**src/rtl/mips_alu_pkg.sv**
```systemverilog
// Shared ALU definitions: ALUControl codes and the mul sequencer state encoding.
package mips_alu_pkg;

  localparam logic [3:0] ALU_ADD  = 4'd0;
  localparam logic [3:0] ALU_SUB  = 4'd1;
  localparam logic [3:0] ALU_AND  = 4'd2;
  localparam logic [3:0] ALU_OR   = 4'd3;
  localparam logic [3:0] ALU_NOR  = 4'd4;
  localparam logic [3:0] ALU_XOR  = 4'd5;
  localparam logic [3:0] ALU_SLL  = 4'd6;
  localparam logic [3:0] ALU_SRL  = 4'd7;
  localparam logic [3:0] ALU_MUL  = 4'd8;
  localparam logic [3:0] ALU_SLT  = 4'd9;
  localparam logic [3:0] ALU_BGEZ = 4'd10;
  localparam logic [3:0] ALU_BNE  = 4'd11;
  localparam logic [3:0] ALU_BGTZ = 4'd12;
  localparam logic [3:0] ALU_BLEZ = 4'd13;
  localparam logic [3:0] ALU_BLTZ = 4'd14;

  localparam logic [1:0] S_IDLE = 2'd0;
  localparam logic [1:0] S_RUN  = 2'd1;
  localparam logic [1:0] S_DONE = 2'd2;

endpackage

```
**src/rtl/mul_shift_add_dp.sv**
```systemverilog
// Shift-add datapath for the mul sequencer: multiplicand, multiplier and accumulator
// registers, advanced one multiplier bit per step strobe.
module mul_shift_add_dp #(
  parameter int WIDTH = 32
) (
  input  logic             clk,
  input  logic             reset,
  input  logic             load,
  input  logic             step,
  input  logic [WIDTH-1:0] a,
  input  logic [WIDTH-1:0] b,
  output logic [WIDTH-1:0] acc,
  output logic             rest_zero
);

  logic [WIDTH-1:0] mcand;
  logic [WIDTH-1:0] mplier;
  logic [WIDTH-1:0] addend;

  assign addend = mplier[0] ? mcand : '0;

  // True when no set multiplier bits remain once this step's shift is applied.
  assign rest_zero = (mplier[WIDTH-1:1] == '0);

  // NOTE: every register here uses <= so all three update from the same pre-edge values.
  always_ff @(posedge clk) begin
    if (reset) begin
      mcand  <= '0;
      mplier <= '0;
      acc    <= '0;
    end else if (load) begin
      mcand  <= a;
      mplier <= b;
      acc    <= '0;
    end else if (step) begin
      acc    <= acc + addend;
      mcand  <= {mcand[WIDTH-2:0], 1'b0};
      mplier <= {1'b0, mplier[WIDTH-1:1]};
    end
  end

endmodule

```
**src/rtl/mul_sequencer.sv**
```systemverilog
// Multi-cycle mul engine beside the EX-stage ALU; stalls the pipeline until the product is ready.
// Optional macro MUL_EARLY_EXIT_EN: finish as soon as the remaining multiplier bits are all zero.
module mul_sequencer
  import mips_alu_pkg::*;
#(
  parameter int         WIDTH    = 32,
  parameter logic [3:0] MUL_CODE = ALU_MUL
) (
  input  logic             Clk,
  input  logic             Reset,
  input  logic             Start,
  input  logic [3:0]       ALUControl,
  input  logic [WIDTH-1:0] A,
  input  logic [WIDTH-1:0] B,
  input  logic             Flush,
  output logic [WIDTH-1:0] Result,
  output logic             Done,
  output logic             Busy,
  output logic             Stall
);

  localparam int CW = $clog2(WIDTH);

  logic [1:0]       state;
  logic [1:0]       state_next;
  logic [CW-1:0]    count;
  logic             accept;
  logic             step;
  logic             last;
  logic             rest_zero;
  logic [WIDTH-1:0] acc;
  logic [WIDTH-1:0] result_q;

  assign accept = Start && (ALUControl == MUL_CODE) && (state == S_IDLE) && !Flush;
  assign step   = (state == S_RUN) && !Flush;

`ifdef MUL_EARLY_EXIT_EN
  assign last = (count == CW'(WIDTH - 1)) || rest_zero;
`else
  assign last = (count == CW'(WIDTH - 1));
`endif

  mul_shift_add_dp #(
    .WIDTH(WIDTH)
  ) u_dp (
    .clk      (Clk),
    .reset    (Reset),
    .load     (accept),
    .step     (step),
    .a        (A),
    .b        (B),
    .acc      (acc),
    .rest_zero(rest_zero)
  );

  // NOTE: state_next gets a default before the case so no path leaves it unassigned (no latch).
  always_comb begin
    state_next = state;
    case (state)
      S_IDLE: if (accept) state_next = S_RUN;
      S_RUN: begin
        if (Flush)     state_next = S_IDLE;
        else if (last) state_next = S_DONE;
      end
      S_DONE:  state_next = S_IDLE;
      default: state_next = S_IDLE;
    endcase
  end

  always_ff @(posedge Clk) begin
    if (Reset) begin
      state    <= S_IDLE;
      count    <= '0;
      Busy     <= 1'b0;
      result_q <= '0;
    end else begin
      state <= state_next;
      Busy  <= (state_next != S_IDLE);
      if (accept)    count    <= '0;
      else if (step) count    <= count + CW'(1);
      if (Done)      result_q <= acc;
    end
  end

  // A flush in the DONE cycle suppresses the pulse and leaves the held result untouched.
  assign Done   = (state == S_DONE) && !Flush;
  assign Result = Done ? acc : result_q;
  assign Stall  = accept || (state == S_RUN);

endmodule

```
**config.mk**
```make
export PLATFORM = sky130hd
export DESIGN_NAME = mul_sequencer
export DESIGN_NICKNAME = d
export VERILOG_FILES = /design/src/rtl/mips_alu_pkg.sv /design/src/rtl/mul_shift_add_dp.sv /design/src/rtl/mul_sequencer.sv
export SDC_FILE = /design/constraint.sdc
export NUM_CORES = 1
export LEC_CHECK = 0
export CAP_MARGIN = 0
export CORE_MARGIN = 5
export CORE_UTILIZATION = 45
export DETAILED_ROUTE_END_ITERATION = 16
export PLACE_DENSITY_LB_ADDON = 0.25
export REMOVE_ABC_BUFFERS = 1
export SLEW_MARGIN = 10
export SYNTH_ARGS = -nofsm -noshare
export SYNTH_HDL_FRONTEND = slang
export SYNTH_SLANG_ARGS = --single-unit
```
**constraint.sdc**
```tcl
create_clock -name Clk -period 4.2 [get_ports Clk]
set_clock_uncertainty 0.15 [all_clocks]
set_input_delay 0.42 -clock Clk [delete_from_list [all_inputs] [get_ports Clk]]
set_output_delay 0.42 -clock Clk [all_outputs]
set_load 0.01 [all_outputs]
```
# Word-level counts from Yosys, hierarchy flattened
# Index checks and enable logic that the tools add are counted.
dict set report word_totals {
  reg_bits 136
  in_bits 72
  output_inout_bits 35
  wordCells 34
}
dict set report op_classes {
  n_addsub 2
  eq_ne 4
  n_mux 10
  reduce_logical 11
}
# cell count
set ops {}
lappend ops {{$mux 32} 6}
lappend ops {{$add 32x32->32} 1}
lappend ops {{$mux 2} 3}
lappend ops {{$add 5x1->5 const B} 1}
lappend ops {{$eq 5x5->1 const B} 1}
lappend ops {{$logic_and 1x1->1} 5}
lappend ops {{$eq 4x4->1 const B} 1}
lappend ops {{$pmux 2 s2} 1}
lappend ops {{$reduce_bool 2->1} 2}
lappend ops {{$eq 2x1->1 const B} 1}
lappend ops {{$eq 2x2->1 const B} 1}
lappend ops {{$logic_not 2->1} 1}
lappend ops {{$reduce_or 2->1} 1}
lappend ops {{$logic_not 1->1} 1}
lappend ops {{$logic_or 1x1->1} 1}

# Logic depth before layout (Yosys ltp)
# Gate-level depths: netlist of run 1.
dict set report depth {
  ltp_word 7
  ltp_mapped 13
  mapped_depth_nobuf 11
}

# Cells and area by module
# A second synthesis of run 1 with hierarchy kept.
dict set report hier_totals {
  hier_cells 908
  hier_area_um2 7653.6
}
# module instances cells_per_inst area_each_um2 seq_area_each_um2
set modules_own_cells {}
lappend modules_own_cells {mul_shift_add_dp 1 763 6035.8 1921.8}
lappend modules_own_cells {mul_sequencer 1 145 1617.8 800.8}

# Least setup slack after synthesis of run 1
# No wires, ideal clock.
dict set report synth_path {
  path_kind {register to register}
  from {register u_dp.mplier[0]}
  to {register u_dp.acc[28]}
  setup_ns 0.120
  arrival_ns 2.791
  required_time_ns 3.930
  setup_slack_ns 1.139
  stages_incl_launch_ff 13
  path_cell_list {dfxtp_1 -> clkbuf_1 -> clkbuf_1 -> and2_1 -> fa_1 -> a211oi_2 -> nor2_1 -> o31a_2 -> a31oi_4 -> o2bb2ai_2 -> a21o_1 -> o21a_1 -> a211o_1}
}
dict set report synth_via {
  elab_chain_len 2
}
# item line
set synth_lines {}
lappend synth_lines {{start, declared} mul_shift_add_dp.sv:17} ;# logic [WIDTH-1:0] mplier;
lappend synth_lines {{start signal, assigned} mul_shift_add_dp.sv:38} ;# mplier <= {1'b0, mplier[WIDTH-1:1]};
lappend synth_lines {{$mux 32} mul_shift_add_dp.sv:20} ;# assign addend = mplier[0] ? mcand : '0;
lappend synth_lines {{$add 32x32->32} mul_shift_add_dp.sv:36} ;# acc <= acc + addend;
lappend synth_lines {{end signal, assigned} mul_shift_add_dp.sv:36}
lappend synth_lines {{end, declared} mul_shift_add_dp.sv:12} ;# output logic [WIDTH-1:0] acc,
# Every way passes these cells.
# A chain may end at the register's enable or synchronous reset.

# Worst setup path after layout of run 1
dict set report layout_path {
  from {register u_dp.mplier[0]}
  to {register u_dp.acc[30]}
}
# Same word-level chain as after synthesis.

==> qor.yml, run 1 <==
power_and_ir_drop:
  power_frac_comb_pct: 3.9
  clockPowerShare_pct: 51.0
  powerDensity_nw_per_um2: 320
  switching_share_pct: 22.8
  ir_drop_mv: 0.269
  power.switching_mw: 0.657
  leakage_nw: 3.45
  sequentialPowerShare_pct: 45.1
  p_int_mw: 2.23
placed_design:
  hpwl_um: 11900
  dpl-instance-area_um2: 8420
  place_inst: 1135
  gp_congestion: 0.872
  numPortBuffers: 106
drt:
  drt_iter0_markers: 387
  avgRoutedWirePerCell_um: 14.8
  wl_um: 17200
  drc: 0
  vias: 6229
  avgViaCountPerCell: 5.34
  drtPass1Iterations: 5
  antenna_left: 0
global_routing:
  use_met3_pct: 5.55
  use_met2_pct: 30.3
  grt_busiest_layer: "met2"
  grt_util_all_layers_pct: 19.0
  grt_overflow: 0
  antenna_found_initial: 0
  use_met1_pct: 25.1
  grt_pass1_wl_um: 28800
  first_global_vias: 5935
  grt_max_degree: 66
worst_setup_path:
  crit_path_start: "u_dp.mplier[0]$_SDFFE_PP0P_"
  startpoint_type: "flip-flop"
  slowest_delay_ps: 460
  cp.depth: 11
  end_kind: "flip-flop"
  timing.rr.end: "u_dp.acc[30]$_SDFFE_PP0P_"
  worst-path-buf-inv: 0
  ff2ff_setup_slack_ps: 870
  crit_path_end: "u_dp.acc[30]$_SDFFE_PP0P_"
  worstRegToRegCells: 11
  cp_data_required_time_ps: 4350
  crit_chain: "and2_1 > ha_1 > fa_1 > a211oi_2 > nor2_1 > o31a_2 > a221oi_4 > o31a_1 > o21a_1 > nor3_1 > nand3b_1"
  critPathMaxFanout: 17
  crit_family: "compound AO/OA/AOI/OAI gates"
  path_class: "flip-flop to flip-flop"
  critPathSlowestCell: "dfxtp_1"
  r2r_start: "u_dp.mplier[0]$_SDFFE_PP0P_"
  cp.arrival_ps: 3480
synthesis:
  avgSynthCellArea_um2: 8.41
  synth_ff_type: "dfxtp_1"
  postSynthRegisterBits: 136
  ys.warnings.count: 0
  synth-edff-count: 0
  syn_area_um2: 7230
  synthDistinctLibCells: 69
  yosysSeqAreaShare_pct: 37.6
  ys_async_sr_fraction_pct: 0
  netlist_instances: 860
die:
  die-area_um2: 18700
  die_x_um: 137
  die_y_um: 137
  rows: 46
  initial_utilization_pct: 45.7
  fp.coreArea_um2: 15800
  io_pins: 107
layout:
  final_area_um2: 9010
  mostFrequentLayoutCell: "nand2_1"
  area_growth_pct: 24.5
  final_cell_count_no_fill: 1167
  final_nets: 1044
  drive_above_1_share_pct: 9.36
  fin_util_pct: 56.9
  mostFrequentLayoutCells: "nand2_1, dfxtp_1, clkdlybuf4s50_1, a21oi_1, nor2_1"
  antenna_cells: 0
status:
  status: "complete, no violations"
sta:
  slew_violations: 0
  hold_viol_final: 0
  max_slew.worst_pin.slew_ps: 1120
  finalSetupViolCount: 0
  min_period_ps: 3330
  timing.hold.ws_ps: 304
  clock.fmax_mhz: 301
  final.setup.tns_ps: 0
  maxSlewHeadroom_pct: 25.1
  fin_crit_sh_pct: 79.2
  rsz0062_at_grt: "no"
clocking:
  postCtsSetupBuffers: 0
  cts_tree: "done"
  cts-root-buf: "clkbuf_16"
  cts_resized: 0
  h-tree-depth: 4
  max-clock-path-buffers: 2
  insertion_delay_ps: 420
  path_clk_slew_ps: 60
  numCtsBuffers: 17
  cts_hold_buf: 0
  cts.sinks: 136
worst_hold_path:
  hold_path_class: "flip-flop to flip-flop"
job:
  cap_viol_max_count: 0
[worst min-delay path by stage]
stage                                            start                            to  slack, ps  depth (start not counted)
final                     u_dp.mplier[13]$_SDFFE_PP0P_  u_dp.mplier[13]$_SDFFE_PP0P_        300                          2
after detailed placement  u_dp.mplier[17]$_SDFFE_PP0P_  u_dp.mplier[17]$_SDFFE_PP0P_        300                          2
after global placement     u_dp.mplier[3]$_SDFFE_PP0P_   u_dp.mplier[3]$_SDFFE_PP0P_        290                          2
after global routing      u_dp.mplier[17]$_SDFFE_PP0P_  u_dp.mplier[17]$_SDFFE_PP0P_        320                          2
after floorplan           u_dp.mplier[10]$_SDFFE_PP0P_  u_dp.mplier[10]$_SDFFE_PP0P_        280                          2
after CTS                 u_dp.mplier[17]$_SDFFE_PP0P_  u_dp.mplier[17]$_SDFFE_PP0P_        310                          2
[routing by layer]
metal	vias up	part of all wire, %
li1	3217	-
met1	2875	47
met2	126	45
met3	11	6.6
met4	0	1.2
met5	-	0
[cell type report]
type | instances | area, um2
multi-input cells | 664 | 4280
inverters | 1 | 3.75
flip-flops and latches | 136 | 2720
repair buffers | 118 | 1150
well taps | 216 | 270
clock buffers | 19 | 453
clock inverters | 13 | 134
fillers | 1484 | 6820
[synthesized netlist by cell type, types with 10 or more instances]
cell type	instances	area [um2]
a21o_1	15	113
a21oi_1	72	360
a22oi_1	32	240
a311oi_1	31	272
and2_1	34	213
clkbuf_1	46	173
dfxtp_1	136	2720
ha_1	33	413
mux2_1	12	135
mux2_2	20	225
nand2_1	162	608
nor2_1	64	240
nor2b_1	33	206
o21ai_0	11	55.1
o21ai_1	19	95.1
xnor2_1	16	140
xor2_1	10	87.6
[state kept, by name, indices dropped and copies added, names as in the netlist]
name / count
result_q: 32
u_dp.acc: 32
u_dp.mcand: 32
u_dp.mplier: 32
count: 5
state: 2
Busy: 1
[power groups by stage]
stage | sequential (mW) | clock [mW] | combinational [mW]
floorplan | 1.33 | 0 | 0.0188
global placement | 1.33 | 0 | 0.113
detailed placement | 1.33 | 0 | 0.113
CTS | 1.30 | 1.50 | 0.113
global route | 1.30 | 1.56 | 0.121
finish | 1.30 | 1.47 | 0.112
[logic make-up after synthesis]
kind of cell             after synthesis  synth area share (%)
AND/OR/NAND/NOR                      343                  22.1
AO/OA/AOI/OAI                        226                  22.2
flip-flops                           136                  37.6
buffers and inverters                 60                  3.61
multiplexers                          35                  5.40
adder cells (fa/ha/maj)               34                  5.98
XOR/XNOR                              26                  3.15
[per-stage QoR]
stage | power, mW | setup slack (ps)
floorplan | 1.35 | -717
global placement | 1.44 | 781
detailed placement | 1.44 | 754
CTS | 2.91 | 867
global route | 2.98 | 673
finish | 2.88 | 873
[worst reg2reg max path, cell delays in order (launching register included)]
cell and delay, ps:
dfxtp_1 460, and2_1 220, ha_1 200, fa_1 440, a211oi_2 240, nor2_1 100
o31a_2 420, a221oi_4 420, o31a_1 240, o21a_1 130, nor3_1 40, nand3b_1 160
(Power assumes the default switching activity.)
==> run 2, diff against run 1 <==
clock period = 3 ns   (was 4.2 ns; I/O delays follow)
==> qor.yml, run 2 (synthesis gave the netlist of run 1 again) <==
status:
  status: "complete, no violations"
die:
  io_pins: 107
  fp.coreArea_um2: 15800
  die_y_um: 137
  initial_utilization_pct: 45.7
  die-area_um2: 18700
  die_x_um: 137
  rows: 46
clocking:
  cts.sinks: 136
  h-tree-depth: 4
  path_clk_slew_ps: 60
  cts-root-buf: "clkbuf_16"
  cts_hold_buf: 0
  insertion_delay_ps: 420
  cts_tree: "done"
  numCtsBuffers: 17
  max-clock-path-buffers: 2
worst_hold_path:
  hold_path_class: "primary input to flip-flop"
  holdPathStages: 2
sta:
  slew_violations: 0
  fin_crit_sh_pct: 94.6
  maxSlewHeadroom_pct: 56.5
  clock.fmax_mhz: 352
  finalSetupViolCount: 0
  max_slew.worst_pin.slew_ps: 652
  rsz0062_at_grt: "no"
  setup_ws_ps: 163
  min_period_ps: 2840
  final.setup.tns_ps: 0
  hold_viol_final: 0
drt:
  vias: 6355
  drt_iter0_markers: 403
  avgRoutedWirePerCell_um: 15.3
  antenna_left: 0
  avgViaCountPerCell: 5.32
  drtPass1Iterations: 4
  drc: 0
  wl_um: 18300
worst_setup_path:
  crit_chain: "buf_6 > and2_1 > ha_4 > a21o_1 > a21oi_1 > a2111oi_4 > o21bai_2 > a22o_4 > o41ai_4 > xnor2_1 > o21ai_2"
  worstRegToRegCells: 11
  critPathMaxFanout: 14
  cp_data_required_time_ps: 3160
  startpoint_type: "flip-flop"
  cp.arrival_ps: 3000
  slowest_delay_ps: 460
  end_kind: "flip-flop"
  critPathSlowestCell: "a2111oi_4"
  path_class: "flip-flop to flip-flop"
global_routing:
  grt_util_all_layers_pct: 20.1
  grt_overflow: 0
  antenna_found_initial: 0
  first_global_vias: 6396
  grt_max_degree: 65
  grt_pass1_wl_um: 30500
layout:
  antenna_cells: 0
  drive_above_1_share_pct: 12.3
  mostFrequentLayoutCells: "nand2_1, dfxtp_1, clkdlybuf4s50_1, a21oi_1, nor2_1"
  final_nets: 1072
  area_growth_pct: 29.0
  mostFrequentLayoutCell: "nand2_1"
  num-fill-cells: 1423
placed_design:
  numPortBuffers: 106
  gp_congestion: 0.876
  hpwl_um: 12800
  pre_cts_ws_ps: -45.1
power_and_ir_drop:
  powerDensity_nw_per_um2: 465
  total_power_mw: 4.34
  leakage_nw: 3.64
  ir_drop_mv: 0.362
job:
  cap_viol_max_count: 0
-- run 2: changes by cell type in the layout (fill, tap and decap cells not counted), moves of 2 or more --
| cell | before | now |
|---|---|---|
| buf_4 | 13 | 38 |
| buf_6 | 0 | 2 |
| bufinv_16 | 1 | 5 |
| clkinv_2 | 0 | 2 |
| ha_1 | 33 | 31 |
| inv_6 | 6 | 1 |
-- run 2: metal layers --
metal	up-vias	track usage (%)	wire, um	share of wire [%]
met5	-	0	0	0
met4	0	5.04	191	1.0
met3	14	6.03	1120	6.1
met2	139	32.1	8190	45
met1	2938	26.6	8760	48
li1	3264	-	-	-
-- run 2: worst max-delay path, delay by kind of cell, from the launching register on --
family          cells  cell delay (ps)
compound gates      7             1440
flops               1              340
fa+ha+maj           1              300
xor+xnor            1              180
simple gates        1              160
buf+inv             1              150
-- run 2: cell type report --
cell class                 instances  area [um2]  share of cell area (%)
sequential                       136        2720                    29.2
multi-input combinational        664        4290                    46.0
tap                              216         270                    2.90
clock buffer                      21         470                    5.04
inverter                           1        3.75                  0.0402
clock inverter                    11         193                    2.06
timing repair buffer             146        1380                    14.8
-- run 2: repair_timing --
item | in CTS | in global routing
buffers inserted | 0 | 2
pin swaps | 0 | 8
gates resized for setup | 1 | 6
setup endpoints to repair | 3 | 10
-- run 2: metrics by stage --
stage / std cells / utilization [%] / cell area, um2 / hold slack [ps]
2_1_floorplan: 801 / - / 6980 / 219
3_3_place_gp: 1161 / 54.5 / 8630 / 292
3_5_place_dp: 1161 / 54.5 / 8630 / 298
4_1_cts: 1193 / 58.7 / 9290 / 83.7
5_1_grt: 1195 / 59.0 / 9340 / 95.0
6_report: 1195 / 59.0 / 9340 / 95.9
-- run 2: path summary, 6_finish.rpt --
path	from	to	slack, ps
setup / recovery	u_dp.mplier[0]$_SDFFE_PP0P_	u_dp.acc[25]$_SDFFE_PP0P_	160
hold / removal	Reset	result_q[29]$_SDFF_PP0_	100
setup reg to reg	u_dp.mplier[0]$_SDFFE_PP0P_	u_dp.acc[25]$_SDFFE_PP0P_	160
hold reg to reg	u_dp.mplier[23]$_SDFFE_PP0P_	u_dp.mplier[23]$_SDFFE_PP0P_	300
-- run 2: where the power goes --
group | switching (mW) | internal [mW] | total [mW]
Clock | 0.810 | 1.54 | 2.35
Combinational | 0.0669 | 0.0968 | 0.164
Sequential | 0.00644 | 1.82 | 1.82
Total | 0.884 | 3.45 | 4.34
==> run 3, diff against run 2 <==
ABC_AREA = 1   (was unset)
CORE_UTILIZATION = 51   (was 45)
==> qor.yml, run 3 <==
status:
  status: "complete, no violations"
clocking:
  insertion_delay_ps: 430
  cts_tree: "done"
  max-clock-path-buffers: 2
  numCtsBuffers: 17
  cts_resized: 0
  path_clk_slew_ps: 60
  postCtsSetupBuffers: 0
  h-tree-depth: 4
  cts_hold_buf: 0
  cts-root-buf: "clkbuf_16"
  cts.sinks: 136
power_and_ir_drop:
  total_power_mw: 4.12
  clockPowerShare_pct: 51.8
  powerDensity_nw_per_um2: 421
  sequentialPowerShare_pct: 44.2
  p_int_mw: 3.26
  ir_drop_mv: 0.380
  power_frac_comb_pct: 4.0
  switching_share_pct: 20.8
  leakage_nw: 5.07
  power.switching_mw: 0.855
die:
  initial_utilization_pct: 52.4
  fp.coreArea_um2: 15300
  die_x_um: 135
  io_pins: 107
  rows: 45
  die_y_um: 135
  die-area_um2: 18300
worst_setup_path:
  path_class: "primary input to primary output"
  cp_data_required_time_ps: 2550
  startpoint_type: "primary input"
  timing.rr.end: "u_dp.acc[23]$_SDFFE_PP0P_"
  r2r_start: "u_dp.mplier[0]$_SDFFE_PP0P_"
  end_kind: "primary output"
  critPathMaxFanout: 26
  worstRegToRegCells: 16
  cp.arrival_ps: 2300
  crit_path_start: "Flush"
  ff2ff_setup_slack_ps: 520
  crit_path_end: "Result[11]"
drt:
  wl_um: 19300
  drc: 0
  antenna_left: 0
  drt_iter0_markers: 614
  avgRoutedWirePerCell_um: 12.2
  vias: 7634
  avgViaCountPerCell: 4.83
  drtPass1Iterations: 7
sta:
  rsz0062_at_grt: "no"
  min_period_ps: 2750
  slew_violations: 0
  maxSlewHeadroom_pct: 49.9
  max_slew.worst_pin.slew_ps: 749
  clock.fmax_mhz: 364
  setup_ws_ps: 253
  hold_viol_final: 0
  fin_crit_sh_pct: 91.6
  finalSetupViolCount: 0
global_routing:
  first_global_vias: 6930
  grt_pass1_wl_um: 32300
  grt_util_all_layers_pct: 21.7
  grt_overflow: 0
  grt_max_degree: 76
  antenna_found_initial: 0
layout:
  drive_above_1_share_pct: 6.05
  antenna_cells: 0
  final_nets: 1464
  final_area_um2: 9790
  mostFrequentLayoutCells: "nand2_1, inv_1, dfxtp_1, clkdlybuf4s50_1, nor2_1"
  area_growth_pct: 22.0
  mostFrequentLayoutCell: "nand2_1"
synthesis:
  synthTopCellsByArea: "dfxtp_1, nand2_1, inv_1"
  synth-edff-count: 0
  postSynthRegisterBits: 136
  synth_ff_type: "dfxtp_1"
  avgSynthCellArea_um2: 6.30
  yosysSeqAreaShare_pct: 33.9
  ys.warnings.count: 0
  netlist_instances: 1273
  synthDominantCellAreaShare_pct: 33.9
  ys_async_sr_fraction_pct: 0
  synth_most_common_cell: "nand2_1"
  synth_common_cells: "nand2_1, inv_1, dfxtp_1"
  syn_area_um2: 8020
  synthDistinctLibCells: 33
  synth_top_area_cell: "dfxtp_1"
placed_design:
  dpl-instance-area_um2: 9190
  hpwl_um: 14300
  numPortBuffers: 106
  gp_congestion: 0.938
  pre_cts_ws_ps: 240
job:
  cap_viol_max_count: 0
worst_hold_path:
  hold_path_class: "primary input to flip-flop"
==> run 3: cell count changes after synthesis, moves of 32 or more <==
cell and delta:
nand2_1 +315, nand3_1 +34, a31oi_1 +60, a21oi_1 -40
or2_2 +32, and2_1 -33, inv_1 +211, a22oi_1 -32
nor2b_1 -33
==> run 3: layout make-up <==
| cell class | instances | area, um2 |
|---|---|---|
| Inverter | 215 | 807 |
| Timing Repair Buffer | 118 | 1170 |
| Fill cell | 1426 | 5520 |
| Clock buffer | 21 | 460 |
| Tap cell | 211 | 264 |
| Clock inverter | 11 | 145 |
| Sequential cell | 136 | 2720 |
| Multi-Input combinational cell | 870 | 4220 |
==> run 3: layer usage <==
metal  global-route usage (%)  share of wire (%)  vias up
li1                         -                  -     4099
met1                     28.6                 47     3325
met2                     34.7                 44      188
met3                     5.98                7.0       22
met4                     6.49                1.5        0
met5                        0                  0        -
==> run 3: logic make-up after synthesis <==
logic type                 Yosys count  synth area share, %
buffers and inverters              267                 13.6
adders and majority gates           34                 5.40
and+or+nand+nor                    646                 32.5
DFF                                136                 33.9
xor gates and xnor gates            16                 1.75
AOI/OAI and AO/OA                  174                 12.8
==> run 3: stage by stage <==
stage / setup TNS, ps / hold slack (ps) / std cells / utilization, %
after floorplan: -97650 / 219 / 1221 / -
after global placement: 0 / 301 / 1550 / 60.0
after detailed placement: 0 / 307 / 1550 / 60.0
after CTS: 0 / 131 / 1582 / 63.9
after global routing: 0 / 178 / 1582 / 63.9
final: 0 / 146 / 1582 / 63.9
==> run 3: how the worst min path moves through the flow <==
stage	start	endpoint	slack [ps]	depth (start not counted)
6_report	Reset	Busy$_SDFF_PP0_	150	2
2_1_floorplan	Reset	state[0]$_SDFF_PP0_	220	1
5_1_grt	Reset	u_dp.mplier[31]$_SDFFE_PP0P_	180	2
4_1_cts	Reset	Busy$_SDFF_PP0_	130	2
3_5_place_dp	u_dp.mplier[31]$_SDFFE_PP0P_	u_dp.mplier[31]$_SDFFE_PP0P_	310	2
3_3_place_gp	u_dp.mplier[31]$_SDFFE_PP0P_	u_dp.mplier[31]$_SDFFE_PP0P_	300	2
==> run 3: power groups by stage <==
stage | clock [mW] | sequential, mW | combinational, mW
finish | 2.13 | 1.82 | 0.164
global route | 2.24 | 1.82 | 0.178
CTS | 2.16 | 1.82 | 0.165
detailed placement | 0 | 1.86 | 0.165
global placement | 0 | 1.86 | 0.163
floorplan | 0 | 1.86 | 0.0337
==> run 3: worst max-delay path: stages <==
cell             delay, ps
clkdlybuf4s50_1        490
nor3_2                 270
inv_1                  170
buf_4                  260
o21ai_0                260
inv_1                   60
clkdlybuf4s50_1        470
